<file path="src/rtl/multi_debounce_pkg.sv">
// Shared defaults and helpers for the multi_debounce glitch filter.
// Holds the default parameter values and the width function for each channel's stability counter.
package multi_debounce_pkg;

  localparam int   DEF_CHANNELS      = 4;
  localparam int   DEF_STABLE_CYCLES = 4;
  localparam logic DEF_RESET_VALUE   = 1'b0;
  localparam int   DEF_GLITCH_W      = 8;

  // Wide enough to hold every value from 0 to stable_cycles.
  function automatic int cnt_width(input int stable_cycles);
    return $clog2(stable_cycles + 1);
  endfunction

endpackage

</file>
<file path="src/rtl/debounce_channel.sv">
// One debounce channel: a stability counter, the filtered level and the rise/fall pulse flops.
// The level changes only after STABLE_CYCLES consecutive enabled samples that differ from it.
module debounce_channel
  import multi_debounce_pkg::*;
#(
  parameter int   STABLE_CYCLES = DEF_STABLE_CYCLES,
  parameter logic RESET_VALUE   = DEF_RESET_VALUE
) (
  input  logic clock,
  input  logic reset,
  input  logic en,
  input  logic s,
  output logic level,
  output logic rise,
  output logic fall,
  output logic glitch
);

  localparam int            CW   = cnt_width(STABLE_CYCLES);
  localparam logic [CW-1:0] LAST = CW'(STABLE_CYCLES - 1);

  logic [CW-1:0] cnt;
  logic [CW-1:0] cnt_next;
  logic          level_next;
  logic          rise_next;
  logic          fall_next;

  always_comb begin
    // NOTE: every output of this block gets a default first, so no path leaves one unassigned and no latch is inferred.
    cnt_next   = cnt;
    level_next = level;
    rise_next  = 1'b0;
    fall_next  = 1'b0;
    glitch     = 1'b0;
    if (en) begin
      if (s == level) begin
        cnt_next = '0;
        glitch   = (cnt != '0);
      end else if (cnt == LAST) begin
        level_next = s;
        cnt_next   = '0;
        rise_next  = s;
        fall_next  = ~s;
      end else begin
        cnt_next = cnt + CW'(1);
      end
    end
  end

  always_ff @(posedge clock or negedge reset) begin
    // NOTE: state registers use non-blocking assignments so every flop samples pre-edge values.
    if (!reset) begin
      cnt   <= '0;
      level <= RESET_VALUE;
      rise  <= 1'b0;
      fall  <= 1'b0;
    end else begin
      cnt   <= cnt_next;
      level <= level_next;
      rise  <= rise_next;
      fall  <= fall_next;
    end
  end

endmodule

</file>
<file path="src/rtl/multi_debounce.sv">
// Multi-channel debouncer with a shared saturating glitch counter.
// Define MULTI_DEBOUNCE_SYNC_EN to put a 2-flop synchroniser in front of every channel.
module multi_debounce
  import multi_debounce_pkg::*;
#(
  parameter int   CHANNELS      = DEF_CHANNELS,
  parameter int   STABLE_CYCLES = DEF_STABLE_CYCLES,
  parameter logic RESET_VALUE   = DEF_RESET_VALUE,
  parameter int   GLITCH_W      = DEF_GLITCH_W
) (
  input  logic                clock,
  input  logic                reset,
  input  logic                en,
  input  logic [CHANNELS-1:0] sig_in,
  input  logic                clr_glitch,
  output logic [CHANNELS-1:0] sig_out,
  output logic [CHANNELS-1:0] rise,
  output logic [CHANNELS-1:0] fall,
  output logic [GLITCH_W-1:0] glitch_count
);

  logic [CHANNELS-1:0] s;
  logic [CHANNELS-1:0] glitch_vec;
  logic                any_glitch;

`ifdef MULTI_DEBOUNCE_SYNC_EN
  logic [CHANNELS-1:0] sync_q1;
  logic [CHANNELS-1:0] sync_q2;

  // Free-running so the pipeline stays current while the filter is disabled.
  always_ff @(posedge clock or negedge reset) begin
    if (!reset) begin
      sync_q1 <= {CHANNELS{RESET_VALUE}};
      sync_q2 <= {CHANNELS{RESET_VALUE}};
    end else begin
      sync_q1 <= sig_in;
      sync_q2 <= sync_q1;
    end
  end

  assign s = sync_q2;
`else
  assign s = sig_in;
`endif

  for (genvar i = 0; i < CHANNELS; i++) begin : g_ch
    debounce_channel #(
      .STABLE_CYCLES(STABLE_CYCLES),
      .RESET_VALUE  (RESET_VALUE)
    ) u_ch (
      .clock (clock),
      .reset (reset),
      .en    (en),
      .s     (s[i]),
      .level (sig_out[i]),
      .rise  (rise[i]),
      .fall  (fall[i]),
      .glitch(glitch_vec[i])
    );
  end

  // Several channels rejecting on one edge still count as a single event.
  assign any_glitch = |glitch_vec;

  always_ff @(posedge clock or negedge reset) begin
    if (!reset) begin
      glitch_count <= '0;
    end else if (clr_glitch) begin
      glitch_count <= '0;
    end else if (any_glitch && (glitch_count != '1)) begin
      glitch_count <= glitch_count + GLITCH_W'(1);
    end
  end

endmodule

</file>
<file path="config.mk">
export PLATFORM = sky130hd
export DESIGN_NAME = multi_debounce
export DESIGN_NICKNAME = d
export VERILOG_FILES = /design/src/rtl/multi_debounce_pkg.sv /design/src/rtl/debounce_channel.sv /design/src/rtl/multi_debounce.sv
export SDC_FILE = /design/constraint.sdc
export NUM_CORES = 1
export LEC_CHECK = 0
export BUFFER_PORTS_ARGS = -buffer_cell sky130_fd_sc_hd__clkbuf_2
export CORE_UTILIZATION = 35
export CTS_CLUSTER_DIAMETER = 40
export DETAILED_ROUTE_END_ITERATION = 6
export HOLD_SLACK_MARGIN = 0.08
export MAX_ROUTING_LAYER = met4
export PLACE_DENSITY = 0.51
export SYNTH_ARGS = -nofsm -noshare
export SYNTH_HDL_FRONTEND = slang
export SYNTH_HIERARCHICAL = 1
export SYNTH_SLANG_ARGS = --single-unit
export TNS_END_PERCENT = 50
</file>
<file path="constraint.sdc">
create_clock -name clock -period 5.4 [get_ports clock]
set_input_delay 0 -clock clock [delete_from_list [all_inputs] [get_ports clock]]
set_output_delay 0 -clock clock [all_outputs]
set_load 0.01 [all_outputs]
</file>
Word-level counts from Yosys, hierarchy flattened
Index checks and enable logic that the tools add are counted. Widths: inputs -> output; s select.

Bitwise gates (word level): 8. Eq/ne operators: 9. Muxes and demuxes: 42. Reductions and logical operators: 11. $add $sub $neg: 5.

Operators with widths (count): $mux 1 (32); $mux 3 (8); $mux 8 (2); $add 3x1->3 const B (4); $eq 3x2->1 const B (4); $reduce_and 3->1 (4); $reduce_bool 3->1 (4); $add 8x1->8 const B (1); $ne 8x8->1 const B (1); $not 1->1 (8); $eq 1x1->1 (4); $reduce_or 4->1 (1); $reduce_bool 2->1 (1); $logic_and 1x1->1 (1).

Register bits after elaboration: 32. Output and inout port bits: 20. Logic and storage cells: 92. Bits of input ports: 8.

Logic depth before layout (Yosys ltp)
Gate-level depths: netlist of run 1.

Depth after elaboration: 7. Depth in mapped cells: 8. Depth with buffers taken out: 8.

By module
The synthesis of run 1 kept the hierarchy.

By module, submodules not included: debounce_channel at g_ch[0].u_ch ... (sequential area each 150.1 um2, area each 299.0 um2, cells an instance 26, times used 3); multi_debounce (sequential area each 200.2 um2, area each 460.4 um2, cells an instance 47, times used 1); debounce_channel at g_ch[3].u_ch (sequential area each 150.1 um2, area each 300.3 um2, cells an instance 26, times used 1).

Worst setup path before layout of run 1
OpenSTA, ideal clock, no wires.

Path type: register to register. From: register g_ch[1].u_ch.level. To: register glitch_count[7]. Clock period less this slack: 1824 ps. Buffers on the path: 0. Setup slack: 3576 ps. Arrival: 1758 ps. Library setup time: 66 ps. Stages on the path, launching flop included: 7. Required time: 5334 ps. Path through: dfrtp_1 > xnor2_1 > and3_1 > o41a_2 > o2111ai_2 > or4_1 > nand2_1.

Word-level cells in the longest chain between the ends: 6.

RTL lines: from (decl) (line debounce_channel.sv:13) `output logic level,`; from (signal assigned) (line debounce_channel.sv:59) `level <= level_next;`; $eq 1x1->1 (line debounce_channel.sv:36) `if (s == level) begin`; $mux 1 (line debounce_channel.sv:36); $mux 1 (line debounce_channel.sv:35) `if (en) begin`; net glitch_vec[1] (line multi_debounce.sv:23) `logic [CHANNELS-1:0] glitch_vec;`; $reduce_or 4->1 (line multi_debounce.sv:63) `assign any_glitch = |glitch_vec;`; $logic_and 1x1->1 (line multi_debounce.sv:70) `end else if (any_glitch && (glitch_count != '1)) begin`; $reduce_bool 2->1 (no source line); to (signal assigned) (line multi_debounce.sv:71) `glitch_count <= glitch_count + GLITCH_W'(1);`; to (decl) (line multi_debounce.sv:19) `output logic [GLITCH_W-1:0] glitch_count`.

The timed path passes the listed nets, and every way through them passes these cells. A chain may end at the register's enable or synchronous reset.

Worst setup path in the final report of run 1
Ends and elaborated chain as after synthesis.

==> results_dict.tcl, run 1 <==
set metrics [dict create \
    hold_depth 3 \
    fin_crit_sh_pct 36.49 \
    crit_type "reg2reg" \
    rsz0062_at_grt "false" \
    worst_path_max_delay_cell "or4_1" \
    dpl.hpwl_mm 2.092 \
    port-buffer-count 27 \
    fin_tns_setup_ns 0 \
    synth_seq_cells 32 \
    overflow 0 \
    leakagePower_nw 0.9820 \
    cp.arrival_ns 2.18 \
    power_density_mw_per_mm2 404.2 \
    numCtsBuffers 5 \
    num_rows 24 \
    ctsHtreeMaxLevel 2 \
    cts_tree "yes" \
    outcome "completed" \
    yosys_warnings 6 \
    slew_headroom_pct 46.23 \
    vias_per_cell 5.062 \
    initialDrtViolationCount 79 \
    ys.flop_type "dfrtp_1" \
    crit_cells 6 \
    n_antenna_cell 0 \
    finalCriticalPeriod_ns 1.971 \
    drv_cap 0 \
    cts_hold_buf 6 \
    drt_first_pass_iters 6 \
    routabilityCongestion 0.7761 \
    die_h_um 70.83 \
    async_flop_share_pct 100.0 \
    r2r_cells 6 \
    slowest_delay_ns 0.48 \
    cp-end-kind "register" \
    setup_violations 0 \
    cts_setup_buffers 0 \
    grt_pass1_vias 1186 \
    cp_max_fo 5 \
    grt_first_pass_wirelength_mm 5.223 \
    die_width_um 70.83 \
    clkSinkCount 32 \
    drive_gt1_share_pct 24.87 \
    grt_max_degree 33 \
    critPathTopFamily "simple AND/OR/NAND/NOR gates" \
    drc 0 \
    clock_latency_ns 0.27 \
    crit_buf_inv 0 \
    syn2layout_area_growth_pct 20.98 \
    antenna_left 0 \
    hold_viol 0 \
    clk_path_buf_depth 2 \
    grt_usage_pct 13.75 \
    path_clk_slew_ns 0.06 \
    vias 1220 \
    start_util_pct 37.30 \
    drt-total-wl_mm 2.971 \
    final_util_pct 45.13 \
    ir_drop_uv 128.6 \
    core_mm2 0.004444 \
    synthesis.area_mm2 0.001658 \
    fill_cells 443 \
    antenna_found_initial 0 \
    hold_class "in2reg" \
    wl_per_cell_um 12.33 \
    ys_types 37 \
    synth-edff-count 0 \
    tightest_slew_ns 0.8066 \
    start_kind "register" \
    syn_inst 151 \
    yosysSeqAreaShare_pct 48.30 \
    ioPinCount 28 \
    root_buffer "clkbuf_8" \
    syn_area_per_cell_um2 10.98 \
    path_cells "xnor2_1 -> and3_1 -> o41a_2 -> o2111ai_2 -> or4_1 -> nand2_1" \
    max_freq_mhz 507.4 \
    cp.required_ns 5.61 \
    synth_fp_nets 168 \
    report.final.slew_viol_count 0 \
    clock_skew_ns 0.002303 \
    dieArea_mm2 0.005016 \
    nNetsFinal 206 \
    postCtsResizedCells 0 \
]
cell usage after synthesis, drive strengths merged, types with 4 or more instances:
master | instances | area, um2
and3 | 5 | 31.28
nor3b | 8 | 60.06
inv | 12 | 45.04
o31ai | 4 | 30.03
nand2b | 15 | 93.84
o22ai | 8 | 50.05
mux2 | 4 | 60.06
xnor2 | 4 | 35.03
nor2 | 6 | 22.52
ha | 9 | 112.6
dfrtp | 32 | 800.8
nand3b | 4 | 45.04
nand2 | 7 | 28.78
and2b | 4 | 30.03
nand3 | 4 | 20.02
cell families after synthesis:
logic type	after synthesis	share of synthesized area (%)
buf+inv	14	3.245
simple gates	62	23.77
mux	5	4.227
xor+xnor	6	3.170
flops	32	48.30
compound gates	23	10.49
fa+ha+maj	9	6.793
metrics by stage:
stage	cell area (um2)	hold slack, ns	setup WS [ns]	cells	power, mW
5_1_grt	2006	0.3711	3.306	241	0.8774
3_5_place_dp	1849	0.1449	3.439	228	0.6232
3_3_place_gp	1849	0.1350	3.483	228	0.6126
4_1_cts	2006	0.3150	3.413	241	0.8268
6_report	2006	0.3201	3.429	241	0.8106
2_1_floorplan	1658	-0.2956	3.576	151	0.5474
flip-flops by register name, summed over array words and instances (netlist names):
signal / cells
g_ch.u_ch/level: 4
g_ch.u_ch/fall: 4
g_ch.u_ch/cnt: 12
g_ch.u_ch/rise: 4
glitch_count: 8
layer usage:
layer	part of all wire, %	vias to the layer above	global-route usage [%]
met1	48	585	16.77
met4	0.57	0	4.667
li1	-	604	-
met2	47	29	21.37
met5	0	-	-
met3	4.4	2	4.701
cells in the final DEF (no fill, tap or decap), drive strengths merged:
cell	instances
and3	5
mux2i	1
inv	12
dlygate4sd3	6
or2b	1
dfrtp	32
nand3	4
a31oi	2
nor3	1
o41a	1
o21ba	1
nand3b	4
nand2	7
mux2	4
a21oi	1
nand4	2
nand2b	15
xor2	2
or4	2
and2b	4
a311oi	1
xnor2	4
o31ai	4
o31a	1
nor2	6
nor2b	2
a211oi	1
nor3b	8
ha	9
o22ai	8
o2111ai	1
o21ai	2
clkbuf	34
nor4	1
where the power goes:
group / total, mW / switching (mW) / internal, mW
clock network: 0.192 / 0.0789 / 0.113
registers: 0.351 / 0.0574 / 0.294
logic: 0.267 / 0.124 / 0.143
total: 0.811 / 0.260 / 0.550
final timing paths:
path | from | end | slack, ns
worst max-delay path | g_ch[1].u_ch/level | glitch_count[7] | 3.43
worst min-delay path | en | g_ch[2].u_ch/cnt[1] | 0.32
worst max register to register | g_ch[1].u_ch/level | glitch_count[7] | 3.43
worst min register to register | g_ch[0].u_ch/level | g_ch[0].u_ch/rise | 0.52
max in group asynchronous | reset | g_ch[2].u_ch/level | 4.55
min in group asynchronous | reset | glitch_count[0] | 0.35
worst reg2reg max path, cell delays in order, from the launching register on:
cell and delay, ns:
dfrtp_1 0.42, xnor2_1 0.32, and3_1 0.24, o41a_2 0.21, o2111ai_2 0.15, or4_1 0.48, nand2_1 0.08
area by class of cell:
| cell class | count | area [um2] | area share, % |
|---|---|---|---|
| multi-input combinational | 105 | 803.3 | 40.05 |
| sequential | 32 | 800.8 | 39.93 |
| timing repair buffer | 33 | 195.2 | 9.732 |
| clock buffer | 7 | 96.34 | 4.804 |
| tap | 52 | 65.06 | 3.244 |
| inverter | 12 | 45.04 | 2.246 |
(Power assumes the default switching activity.)
==> run 2: changes to the inputs <==
PLACE_DENSITY = 0.53   (was 0.51)
clock period = 1.8 ns   (was 5.4 ns; I/O delays follow)
==> results_dict.tcl, run 2 (synthesis results as in run 1) <==
set metrics [dict create \
    drv_cap 0 \
    rsz0062_at_grt "true" \
    leakagePower_nw 1.097 \
    dp_cells 247 \
    outcome "complete, but fails checks" \
    setup_violations 7 \
    grt_first_pass_wirelength_mm 6.175 \
    fin_cells 261 \
    syn2layout_area_growth_pct 35.17 \
    slew_headroom_pct 44.67 \
    num_rows 24 \
    hold_viol 0 \
    ir_drop_uv 634.1 \
    drt_first_pass_iters 6 \
    drc 0 \
    fill_cells 421 \
    tightest_slew_ns 0.8300 \
    wl_per_cell_um 13.37 \
    overflow 0 \
    start_kind "register" \
    core_mm2 0.004444 \
    hold_class "in2reg" \
    cp_max_fo 4 \
    violations "setup timing" \
    die_width_um 70.83 \
    largest_reg_flops 12 \
    clkSinkCount 32 \
    slowest_delay_ns 0.53 \
    grt_pass1_vias 1382 \
    path_clk_slew_ns 0.06 \
    worst_path_max_delay_cell "o41a_4" \
    r2r_cells 8 \
    routabilityCongestion 0.7658 \
    clock_latency_ns 0.28 \
    drt-total-wl_mm 3.489 \
    path_cells "inv_1 -> ha_4 -> nand2b_1 -> and3_4 -> o41a_4 -> nand2_4 -> nor2_2 -> a311oi_1" \
    port-buffer-count 27 \
    finalCriticalPeriod_ns 1.864 \
    fin_ws_ns -0.06430 \
    grt_max_degree 33 \
    drive_gt1_share_pct 37.80 \
    clock_skew_ns 0.005350 \
    crit_type "reg2reg" \
    die_h_um 70.83 \
    vias 1302 \
    ctsHtreeMaxLevel 2 \
    cts_tree "yes" \
    ioPinCount 28 \
    hold_depth 2 \
    reg_top3 "g_ch.u_ch/cnt: 12 flops, glitch_count: 8 flops" \
    report.final.slew_viol_count 0 \
    final_util_pct 50.42 \
    grt_usage_pct 16.27 \
    root_buffer "clkbuf_8" \
    initialDrtViolationCount 45 \
    start_util_pct 37.30 \
    fin_crit_sh_pct 103.6 \
    cp-end-kind "register" \
    dpl.hpwl_mm 2.498 \
    numCtsBuffers 5 \
    max_freq_mhz 536.4 \
    fin_tns_setup_ns -0.2126 \
    antenna_left 0 \
    n_antenna_cell 0 \
    nNetsFinal 228 \
    vias_per_cell 4.989 \
    cp.arrival_ns 2.04 \
    antenna_found_initial 0 \
    clk_path_buf_depth 2 \
    mostFrequentLayoutCells "32 x dfrtp_1, 27 x clkbuf_2, 22 x buf_4" \
    power_density_mw_per_mm2 1215 \
    top_register "g_ch.u_ch/cnt" \
    cp.required_ns 1.97 \
    dieArea_mm2 0.005016 \
    final_common_cell "dfrtp_1" \
]
## run 2: changes by cell type in the layout (fill, tap and decap cells not counted), sizes merged
cell / change
clkbuf: -2
buf: +22
## run 2: timing repair
| item | CTS | global route |
|---|---|---|
| pin swaps | 7 | 4 |
| buffers inserted | 2 | 1 |
| endpoints found under the setup margin | 7 | 8 |
| endpoints found under the hold margin | 50 | 0 |
| gates resized for setup | 5 | 10 |
| hold buffers | 6 | 0 |
## run 2: final timing paths
path                                startpoint                   to  slack (ns)
setup reg to reg           g_ch[2].u_ch/cnt[0]      glitch_count[6]       -0.06
min in group asynchronous                reset    g_ch[1].u_ch/fall        0.35
hold / removal                              en  g_ch[2].u_ch/cnt[2]        0.09
setup / recovery           g_ch[2].u_ch/cnt[0]      glitch_count[6]       -0.06
max in group asynchronous                reset      glitch_count[5]        0.93
hold reg to reg            g_ch[3].u_ch/cnt[1]  g_ch[3].u_ch/cnt[1]        0.57
## run 2: final cells by class
cell class                 count  area, um2  share of cell area (%)
multi-input combinational    105      900.9                   40.20
sequential                    32      800.8                   35.73
timing repair buffer          55      360.3                   16.08
clock buffer                   5      68.82                   3.071
tap                           52      65.06                   2.903
inverter                      12      45.04                   2.010
## run 2: critical path: cells and delay by family (launching register included)
| kind | cells | cell delay [ns] |
|---|---|---|
| flip-flops | 1 | 0.38 |
| adder cells (fa/ha/maj) | 1 | 0.13 |
| buffers and inverters | 1 | 0.09 |
| AO/OA/AOI/OAI | 2 | 0.79 |
| AND/OR/NAND/NOR | 4 | 0.37 |
## run 2: stage by stage
stage	hold slack (ns)	instance area (um2)	setup WS (ns)	power, mW
6_report	0.09325	2241	-0.06430	2.722
5_1_grt	0.1182	2241	-0.1423	2.926
4_1_cts	0.09149	2196	-0.07781	2.703
3_5_place_dp	0.1423	2014	-0.09116	2.130
3_3_place_gp	0.1345	2014	-0.04397	2.084
2_1_floorplan	-0.2956	1680	0.002655	1.671
## run 2: layer usage
layer	up-vias	global-route usage [%]	part of all wire, %
li1	645	-	-
met3	6	4.701	4.4
met5	-	-	0
met1	619	18.07	42
met2	32	28.10	52
met4	0	5.333	1.5
## run 2: power by group
group | internal (mW) | switching (mW) | leakage [nW]
clock network | 0.248 | 0.236 | 0.0359
logic | 0.693 | 0.516 | 0.629
registers | 0.882 | 0.146 | 0.432
==> run 3: changes to the inputs <==
--- a/constraint.sdc
+++ b/constraint.sdc
@@ -3,2 +3,2 @@
 set_output_delay 0 -clock clock [all_outputs]
-set_load 0.01 [all_outputs]
+set_load 0.005 [all_outputs]
==> results_dict.tcl, run 3 (synthesis results as in run 1) <==
set metrics [dict create \
    combPwrFrac_pct 45.7 \
    hold_viol 0 \
    numCtsBuffers 5 \
    fin_crit_sh_pct 101.8 \
    port-buffer-count 27 \
    dp_cells 246 \
    critPathTopFamily "simple AND/OR/NAND/NOR gates" \
    ctsHtreeMaxLevel 2 \
    power_density_mw_per_mm2 1213 \
    mostFrequentLayoutCells "32 x dfrtp_1, 27 x clkbuf_2, 26 x buf_4" \
    rr_endpoint "glitch_count[1]" \
    grt_pass1_vias 1366 \
    min_from "en" \
    slew_headroom_pct 45.91 \
    syn2layout_area_growth_pct 37.89 \
    setup_violations 3 \
    overflow 0 \
    reg_top3 "g_ch.u_ch/cnt: 12 flops, glitch_count: 8 flops" \
    cp.required_ns 1.96 \
    die_h_um 70.83 \
    fin_cells 265 \
    use_met3_pct 4.416 \
    grtUsageMet1_pct 16.94 \
    finalCriticalPeriod_ns 1.832 \
    cp-end-kind "register" \
    root_buffer "clkbuf_8" \
    grt_usage_pct 15.69 \
    drv_cap 0 \
    max_freq_mhz 545.9 \
    ir_drop_uv 527.4 \
    hold_depth 2 \
    vias_per_cell 4.947 \
    swShare_pct 32.02 \
    path_cells "inv_2 -> ha_4 -> nand2b_1 -> and3_4 -> or4_4 -> o21ai_4 -> mux2i_1 -> nor2_1" \
    clkSinkCount 32 \
    clock_skew_ns 0.003711 \
    drc 0 \
    dpl.hpwl_mm 2.446 \
    tightest_slew_ns 0.8114 \
    antenna_found_initial 0 \
    rrSetupSlack_ns -0.03 \
    leakagePower_nw 1.119 \
    nNetsFinal 232 \
    whs_endpoint "g_ch[2].u_ch/cnt[2]" \
    violations "setup timing" \
    num_rows 24 \
    path_clk_slew_ns 0.06 \
    ioPinCount 28 \
    core_mm2 0.004444 \
    slowest_delay_ns 0.56 \
    fill_cells 427 \
    crit_buf_inv 1 \
    pwr-share-clk_pct 17.5 \
    rsz0062_at_grt "true" \
    busiest_layer "met2" \
    grt_util_met2_pct 27.99 \
    n_antenna_cell 0 \
    outcome "complete, but fails checks" \
    grt_max_degree 33 \
    grt_first_pass_wirelength_mm 5.954 \
    hold_ws_ns 0.1816 \
    drt-total-wl_mm 3.469 \
    wl_per_cell_um 13.09 \
    report.final.slew_viol_count 0 \
    cp.arrival_ns 1.99 \
    initialDrtViolationCount 38 \
    antenna_left 0 \
    die_width_um 70.83 \
    clk_path_buf_depth 2 \
    drt_first_pass_iters 6 \
    cts_tree "yes" \
    drive_gt1_share_pct 40.38 \
    start_kind "register" \
    start_util_pct 37.30 \
    fin_total_pwr_mw 2.774 \
    fin_ws_ns -0.03173 \
    r2r_cells 8 \
    fin_tns_setup_ns -0.03602 \
    top_register "g_ch.u_ch/cnt" \
    p_switching_mw 0.8881 \
    r2r-start "g_ch[1].u_ch/cnt[1]" \
    final_common_cell "dfrtp_1" \
    pwr-share-seq_pct 36.8 \
    p_int_mw 1.885 \
    hold_class "in2reg" \
    clock_latency_ns 0.27 \
    worst_path_max_delay_cell "or4_4" \
    cp_max_fo 3 \
    vias 1311 \
    routabilityCongestion 0.7477 \
    dieArea_mm2 0.005016 \
    largest_reg_flops 12 \
    crit_type "reg2reg" \
]
## run 3: repair_timing
item / CTS / global route
pin swaps: 5 / 5
buffers inserted: 3 / 5
hold endpoints to repair: 50 / 0
gates resized for setup: 9 / 13
hold buffers: 6 / 0
gates cloned: 0 / 0
endpoints found under the setup margin: 7 / 8
## run 3: per-stage QoR
step | instance area, um2 | worst slack [ns] | util, %
floorplan | 1658 | 0.005824 | -
global placement | 1984 | -0.01603 | 44.65
detailed placement | 1984 | -0.07546 | 44.65
CTS | 2182 | -0.02953 | 49.10
global route | 2286 | -0.1376 | 51.44
finish | 2286 | -0.03173 | 51.44
## run 3: cell type report
class / count / area [um2] / area share, %
clock buffer: 5 / 68.82 / 3.010
multi-input combinational: 105 / 915.9 / 40.07
timing repair buffer: 59 / 390.4 / 17.08
inverter: 12 / 45.04 / 1.970
sequential: 32 / 800.8 / 35.03
tap: 52 / 65.06 / 2.846
## run 3: worst max path at each step
stage | from | to | slack, ns | cells past startpoint
2_1_floorplan | g_ch[1].u_ch/level | glitch_count[7] | 0.006 | 6
3_3_place_gp | g_ch[1].u_ch/level | glitch_count[7] | -0.02 | 6
3_5_place_dp | g_ch[0].u_ch/cnt[1] | glitch_count[4] | -0.08 | 8
4_1_cts | g_ch[1].u_ch/cnt[0] | glitch_count[1] | -0.03 | 8
5_1_grt | g_ch[3].u_ch/cnt[1] | glitch_count[1] | -0.14 | 8
6_report | g_ch[1].u_ch/cnt[1] | glitch_count[1] | -0.03 | 8
## run 3: power groups by stage
stage / Combinational, mW / Clock [mW] / Sequential, mW
final: 1.27 / 0.485 / 1.02
after global routing: 1.41 / 0.529 / 1.05
after CTS: 1.17 / 0.501 / 1.01
after detailed placement: 1.07 / 0 / 1.02
after global placement: 1.03 / 0 / 1.01
after floorplan: 0.580 / 0 / 1.04
## run 3: routing by layer
metal,part of all wire [%],vias to the layer above
met2,51,25
li1,-,656
met5,0,-
met4,0.49,0
met3,3.6,2
met1,45,628
## run 3: worst register-to-register path: stages, from the launching register on
cell and delay, ns:
dfrtp_1 0.39, inv_2 0.08, ha_4 0.12, nand2b_1 0.05, and3_4 0.18, or4_4 0.56
o21ai_4 0.09, mux2i_1 0.20, nor2_1 0.05
